[config.mk]
export PLATFORM = sky130hd
export DESIGN_NAME = lfsr_cam_param
export DESIGN_NICKNAME = d
export VERILOG_FILES = /design/src/rtl/lfsr_cam_param.sv
export SDC_FILE = /design/constraint.sdc
export NUM_CORES = 2
export LEC_CHECK = 0
export BUFFER_PORTS_ARGS = -buffer_cell sky130_fd_sc_hd__buf_2
export CAP_MARGIN = 5
export CORE_AREA = 2 2 376 657
export CTS_CLUSTER_SIZE = 8
export DETAILED_ROUTE_END_ITERATION = 6
export DIE_AREA = 0 0 378 659
export PLACE_DENSITY = 0.46
export SETUP_SLACK_MARGIN = 0.02
export SYNTH_ARGS = -nofsm -noshare
export SYNTH_HDL_FRONTEND = slang
export SYNTH_SLANG_ARGS = --single-unit
[constraint.sdc]
create_clock -name Clock -period 7.6 [get_ports Clock]
set_input_delay 1.52 -clock Clock [delete_from_list [all_inputs] [get_ports Clock]]
set_output_delay 1.52 -clock Clock [all_outputs]
set_load 0.02 [all_outputs]
[src/rtl/lfsr_cam_param.sv]
// LFSR-addressed associative memory: sequential writes at LFSR addresses, one-entry-per-cycle search.
// Optional ternary compare with a per-search don't-care mask when LFSR_CAM_MASK_EN is defined.
module lfsr_cam_param #(
    parameter int                DATA_W    = 8,
    parameter int                ADDR_W    = 8,
    parameter logic [ADDR_W-1:0] LFSR_TAPS = ADDR_W'(8'hB8),
    parameter logic [ADDR_W-1:0] LFSR_SEED = ADDR_W'(1)
) (
    input  logic              Clock,
    input  logic              Reset,
    input  logic [DATA_W-1:0] Data_in,
`ifdef LFSR_CAM_MASK_EN
    input  logic [DATA_W-1:0] Mask_in,
`endif
    input  logic              WR_Ext,
    input  logic              RD_Ext,
    input  logic              Next_Ext,
    output logic [ADDR_W-1:0] Address_out,
    output logic              Compare_Found_Out,
    output logic              Not_Found_Out,
    output logic              Busy,
    output logic              Full,
    output logic [ADDR_W-1:0] Fill_Count
);

    localparam int                DEPTH    = 1 << ADDR_W;
    localparam logic [ADDR_W-1:0] CAPACITY = '1;
    localparam logic [ADDR_W-1:0] CAP_M1   = CAPACITY - 1'b1;

    typedef enum logic [1:0] {
        IDLE  = 2'd0,
        SCAN  = 2'd1,
        PAUSE = 2'd2
    } state_t;

    state_t            state;
    logic [ADDR_W-1:0] wp;
    logic [ADDR_W-1:0] sp;
    logic [ADDR_W-1:0] cnt;
    logic [DATA_W-1:0] key_q;
`ifdef LFSR_CAM_MASK_EN
    logic [DATA_W-1:0] mask_q;
`endif
    logic [DATA_W-1:0] mem [0:DEPTH-1];

    logic accepting;
    logic start_search;
    logic do_write;
    logic scan_done;
    logic scan_hit;

    function automatic logic [ADDR_W-1:0] lfsr_step(input logic [ADDR_W-1:0] s);
        return {s[ADDR_W-2:0], ^(s & LFSR_TAPS)};
    endfunction

`ifdef LFSR_CAM_MASK_EN
    function automatic logic entry_match(input logic [DATA_W-1:0] word,
                                         input logic [DATA_W-1:0] key,
                                         input logic [DATA_W-1:0] mask);
        return ((word ^ key) & ~mask) == '0;
    endfunction
`else
    function automatic logic entry_match(input logic [DATA_W-1:0] word,
                                         input logic [DATA_W-1:0] key);
        return word == key;
    endfunction
`endif

    // Commands are only honoured outside SCAN; a read or continue request shadows a write.
    assign accepting    = (state != SCAN);
    assign start_search = accepting && RD_Ext;
    assign do_write     = accepting && WR_Ext && !RD_Ext && !Next_Ext && !Full;
    assign scan_done    = (state == SCAN) && (cnt == Fill_Count);
`ifdef LFSR_CAM_MASK_EN
    assign scan_hit     = (state == SCAN) && !scan_done && entry_match(mem[sp], key_q, mask_q);
`else
    assign scan_hit     = (state == SCAN) && !scan_done && entry_match(mem[sp], key_q);
`endif

    // Storage and search key are data: never reset, validity is tracked by Fill_Count.
    always_ff @(posedge Clock) begin
        if (do_write) begin
            mem[wp] <= Data_in;
        end
        if (start_search) begin
            key_q  <= Data_in;
`ifdef LFSR_CAM_MASK_EN
            mask_q <= Mask_in;
`endif
        end
    end

    always_ff @(posedge Clock) begin
        if (Reset) begin
            state             <= IDLE;
            wp                <= LFSR_SEED;
            sp                <= LFSR_SEED;
            cnt               <= '0;
            Fill_Count        <= '0;
            Full              <= 1'b0;
            Address_out       <= '0;
            Compare_Found_Out <= 1'b0;
            Not_Found_Out     <= 1'b0;
            Busy              <= 1'b0;
        end else begin
            Compare_Found_Out <= 1'b0;
            Not_Found_Out     <= 1'b0;

            case (state)
                IDLE: begin
                    if (start_search) begin
                        state <= SCAN;
                        sp    <= LFSR_SEED;
                        cnt   <= '0;
                        Busy  <= 1'b1;
                    end
                end

                SCAN: begin
                    if (scan_done) begin
                        Not_Found_Out <= 1'b1;
                        state         <= IDLE;
                        Busy          <= 1'b0;
                    end else begin
                        sp  <= lfsr_step(sp);
                        cnt <= cnt + 1'b1;
                        if (scan_hit) begin
                            Address_out       <= sp;
                            Compare_Found_Out <= 1'b1;
                            state             <= PAUSE;
                            Busy              <= 1'b0;
                        end
                    end
                end

                PAUSE: begin
                    if (start_search) begin
                        state <= SCAN;
                        sp    <= LFSR_SEED;
                        cnt   <= '0;
                        Busy  <= 1'b1;
                    end else if (Next_Ext) begin
                        state <= SCAN;
                        Busy  <= 1'b1;
                    end else if (do_write) begin
                        state <= IDLE;
                    end
                end

                default: begin
                    state <= IDLE;
                    Busy  <= 1'b0;
                end
            endcase

            // do_write excludes SCAN and any read/continue request, so it never races the case above.
            if (do_write) begin
                wp         <= lfsr_step(wp);
                Fill_Count <= Fill_Count + 1'b1;
                Full       <= (Fill_Count == CAP_M1);
            end
        end
    end

endmodule

* Yosys cells after proc, flatten, opt, wreduce, memory -nomap -nowiden *
Memories as Yosys holds them, arrays and structs flattened. A register that Yosys moved wholly into a read port is not among the register bits.
Index checks and enable logic that the tools add are counted.

storage, ports and cells
  memories kept = 1
  latch bits = 0
  register bits after elaboration = 54
  logic and storage cells = 76
  ROM bits = 0
  RAM bits = 2048

operators by class
  magnitude comparators = 0
  multiply operators = 0
  shift operators = 0
  add/sub/neg operators = 2
  divide/modulo/power cells = 0
  reductions and logical operators = 23
  bitwise logic cells = 2
  mux-type cells = 25
  equality and inequality tests = 12

memories
  name  words  bits a word  read ports  clocked after memory_dff  write ports  RTL line  text
  mem   256    8            1           1                         1            44        logic [DATA_W-1:0] mem [0:DEPTH-1];

operators by type and width
  kind                                                              count
  8-bit 2-to-1 mux                                                  6
  8-bit one-hot mux with 2 select lines                             2
  8-bit by 1-bit adder with 8-bit output (second input constant)    2
  8-bit == test                                                     2
  8-bit parity                                                      2
  2-bit 2-to-1 mux                                                  6
  3-bit AND reduction                                               4
  1-bit 2-to-1 mux                                                  9
  8-bit == test (second input constant)                             1
  1-bit logical AND                                                 8
  3-bit != test (second input constant)                             2
  2-bit one-hot mux with 3 select lines                             1
  1-bit logical NOT                                                 4
  2-bit by 1-bit != test with 1-bit output (second input constant)  2
  2-bit != test (second input constant)                             2
  4-bit != test (second input constant)                             1
  2-bit OR reduction                                                2
  1-bit one-hot mux with 3 select lines                             1
  3-bit OR reduction                                                1
  2-bit by 1-bit == test with 1-bit output (second input constant)  1
  2-bit == test (second input constant)                             1
  2-bit logical NOT                                                 1
  1-bit NOT                                                         2
  2-bit nonzero test                                                1

* Depth between registers and ports, before layout *
  word-level depth = 9
  mapped depth = 18
  depth with buffers taken out = 10

* Worst setup path before layout *
Ideal clock, no wire load.

  path type = in2reg
  from = input RD_Ext
  to = memory mem[221][0] (enable)
  slack = 4.120 ns
  arrival time = 3.109 ns
  stages = 8
  cell sequence = nor2_1 > and4b_1 > clkbuf_1 > nand2_1 > nor2_1 > nand3_1 > clkbuf_1 > nor2_1

between the ends
  cells in the longest elaborated chain, start to end = 6

RTL lines
  what                                    RTL line  text
  start, declared                         16        input logic RD_Ext,
  1-bit logical NOT                       72        assign do_write = accepting && WR_Ext && !RD_Ext && !Next_Ext && !Full;
  1-bit logical AND (3 in series)         72
  1-bit 2-to-1 mux                        82        if (do_write) begin
  1-bit 2-to-1 mux (implied by the code)  83        mem[wp] <= Data_in;
  end, declared                           44

No other way between the ends.

==> metrics.cfg <==
[clocking]
cts.reportedPaths.clkPinSlew_ns=0.05
clk_path_buf_depth=4
numClockSinks=2110
cts_max_level=5
numCtsBuffers=305
cts_hold_buf=0
clkLatencyLatePin_ns=0.84
post-cts-setup-buffers=0
cts_root_buffer=clkbuf_16
ctsResizeCount=0
tritoncts=done

[worst_hold_path]
worstHoldEndpoint=Address_out[5]
hp-class=reg2reg
min-delay-start=Address_out[5]
holdPathStages=2

[finish]
finalNonFillerCells=7618
drive_above_1_share_pct=23.4
nNetsFinal=4310
area_delta_synth_final_pct=14.7

[critical_path]
reg2reg_setup_slack_ns=2.12
worstSetupPathDepth=12
cp_slowest_stage_delay_ns=0.74
rr_worst_depth=12
crit_fanout=38
critPathTopFamily=simple AND/OR/NAND/NOR gates
critPathKind=reg2reg
required_ns=8.35
endpoint_kind=flip-flop
critPathSlowestCell=nand4_1
arrival_ns=6.24
crit_path_cell_trace=buf_4, inv_2, buf_4, nand2_1, nand4_1, and4_1, or3_1, o311a_1, xnor2_1, and4b_1, and4_4, mux2i_1
rr_endpoint=Address_out[0]
start_kind=flip-flop
path_buf_inv=3
path_common_cell=buf_4

[job]
maxCapViolations=0

[global_route]
first_global_vias=44200
grtUsageTotal_pct=21.6
antenna_found_initial=6
grt_first_pass_wirelength_microns=370000
grt_overflow_total=0
grt_max_degree=155

[detailed_routing]
avgViaCountPerCell=5.45
initialDrtViolationCount=3982
first_pass_iters=5
wl_microns=271000
via_count=41500
wl_per_cell_microns=35.5
ant_nets=0
drc=0

[placement]
post-place-ws_ns=2.11
dp_cells=7250
dpl.hpwl_microns=175000
gp_congestion=0.865
io_buffers=32

[pwr]
max-vdd-ir-drop_v=0.000162
p_leak_uw=0.0289
p_per_area_nw_per_um2=268

[synth]
dominantRegCellSynth=edfxtp_1
syn_area_per_cell_sq_um=20.2
ys_types=73
synth_seq_area_share_pct=76.2
synth-async-reset-ratio_pct=0
synth_edf_count=2056
yosys_warnings=0
syn_area_sq_um=82400
yosys_register_bits=2110
synthCells=4072
syn_nets=4092

[timing]
finClkSkew_ns=0.0367
finalHoldViolCount=0
setup_viol=0
rsz0062_at_grt=false
finalMaxSlewViolations=0
fin_setup_tns_ns=0
fin_crit_ns=5.48
max_slew.worst_pin.slew_ns=1.39
min_period_over_period_pct=72.2
max_freq_mhz=182
finalWorstSetupSlack_ns=2.12
slew_headroom_pct=6.63

[floorplanning]
die_x_microns=378
die-area_sq_um=249000
fp.dieH_microns=659
initial_core_util_pct=33.8
rows=240
core_area_sq_um=244000
io_pins=33

[status]
status=finished, final reports clean

-- report_power, final --
part	switching [uW]	internal (uW)
clock	4760	7290
combinational	356	106
sequential	8.56	12800
-- Yosys cell counts, drive strengths merged, types with 32 or more instances --
cell type     n  area (sq um)
mux2i       119          1190
dfxtp        54          1080
nand2       133           502
clkbuf       87           327
nand2b       39           244
a21oi        72           360
o22ai        57           357
nor3         35           180
nor2b        32           200
nand3        34           175
a22oi        67           508
buf         147          1200
o21ai        40           200
edfxtp     2056         61700
nor2        351          1320
mux2         41           462
mux4        462         10400
-- registers in the layout, summed over array words and instances, names as in the netlist, named ones only --
| register | cells |
|---|---|
| Not_Found_Out | 1 |
| key_q | 8 |
| Fill_Count | 8 |
| Full | 1 |
| state | 2 |
| Address_out | 8 |
| wp | 8 |
| cnt | 8 |
| mem | 2048 |
| sp | 8 |
| Busy | 1 |
| Compare_Found_Out | 1 |
-- stage by stage --
step	cell area, sq um	hold WS, ns	total power [uW]	utilization (%)
2_1_floorplan	82400	0.462	13200	-
3_3_place_gp	86300	0.456	13500	35.4
3_5_place_dp	86400	0.458	13500	35.4
4_1_cts	94500	0.473	25500	38.7
5_1_grt	94500	0.493	25900	38.8
6_report	94500	0.469	25300	38.8
-- layer usage --
metal / global-route usage (%) / routed length, microns
met1: 23.0 / 92800
met2: 41.1 / 151000
met3: 2.72 / 11200
met4: 11.5 / 16100
met5: 0 / 0
-- worst min-delay path, cell delays in order (launching register included) --
cell	delay [ns]
dfxtp_1	0.31
nand2b_1	0.06
mux2i_1	0.05
-- how the worst max path moves through the flow --
| stage | startpoint | to | slack (ns) |
|---|---|---|---|
| after floorplan | RD_Ext | mem[221][0] | 4.12 |
| after global placement | flip-flop | Address_out[6] | 1.59 |
| after detailed placement | flip-flop | Address_out[2] | 2.11 |
| after CTS | flip-flop | Address_out[2] | 2.08 |
| after global routing | flip-flop | Address_out[7] | 1.91 |
| final | flip-flop | Address_out[0] | 2.12 |
-- layout by cell type (no fill, tap or decap), types with 24 or more instances in the layout --
master and count:
a21oi_1 72, a22oi_1 66, buf_2 24, buf_4 92, clkbuf_1 27, clkbuf_16 315
dfxtp_1 48, edfxtp_1 2056, mux2_2 41, mux2i_1 119, mux4_2 456, nand2_1 127
nand2b_1 37, nand3_1 29, nor2_1 350, nor2b_1 31, nor3_1 32, o21ai_0 38
o22ai_1 57
-- layout make-up --
type / count / area (sq um)
Timing Repair Buffer: 145 / 1300
Inverter: 9 / 33.8
Fill cell: 22300 / 149000
Tap cell: 3267 / 4090
Antenna cell: 17 / 42.5
Clock buffer: 342 / 7980
Sequential cell: 2110 / 62800
Clock inverter: 9 / 88.8
Multi-Input combinational cell: 1719 / 18100
-- logic make-up after synthesis --
logic type / share of synthesized area [%]
buffers and inverters: 1.89
AND/OR/NAND/NOR: 3.88
flip-flops: 76.2
multiplexers: 14.7
AO/OA/AOI/OAI: 2.92
adder cells (fa/ha/maj): 0.106
XOR/XNOR: 0.319
No activity file was read; power rests on OpenSTA's default activity.
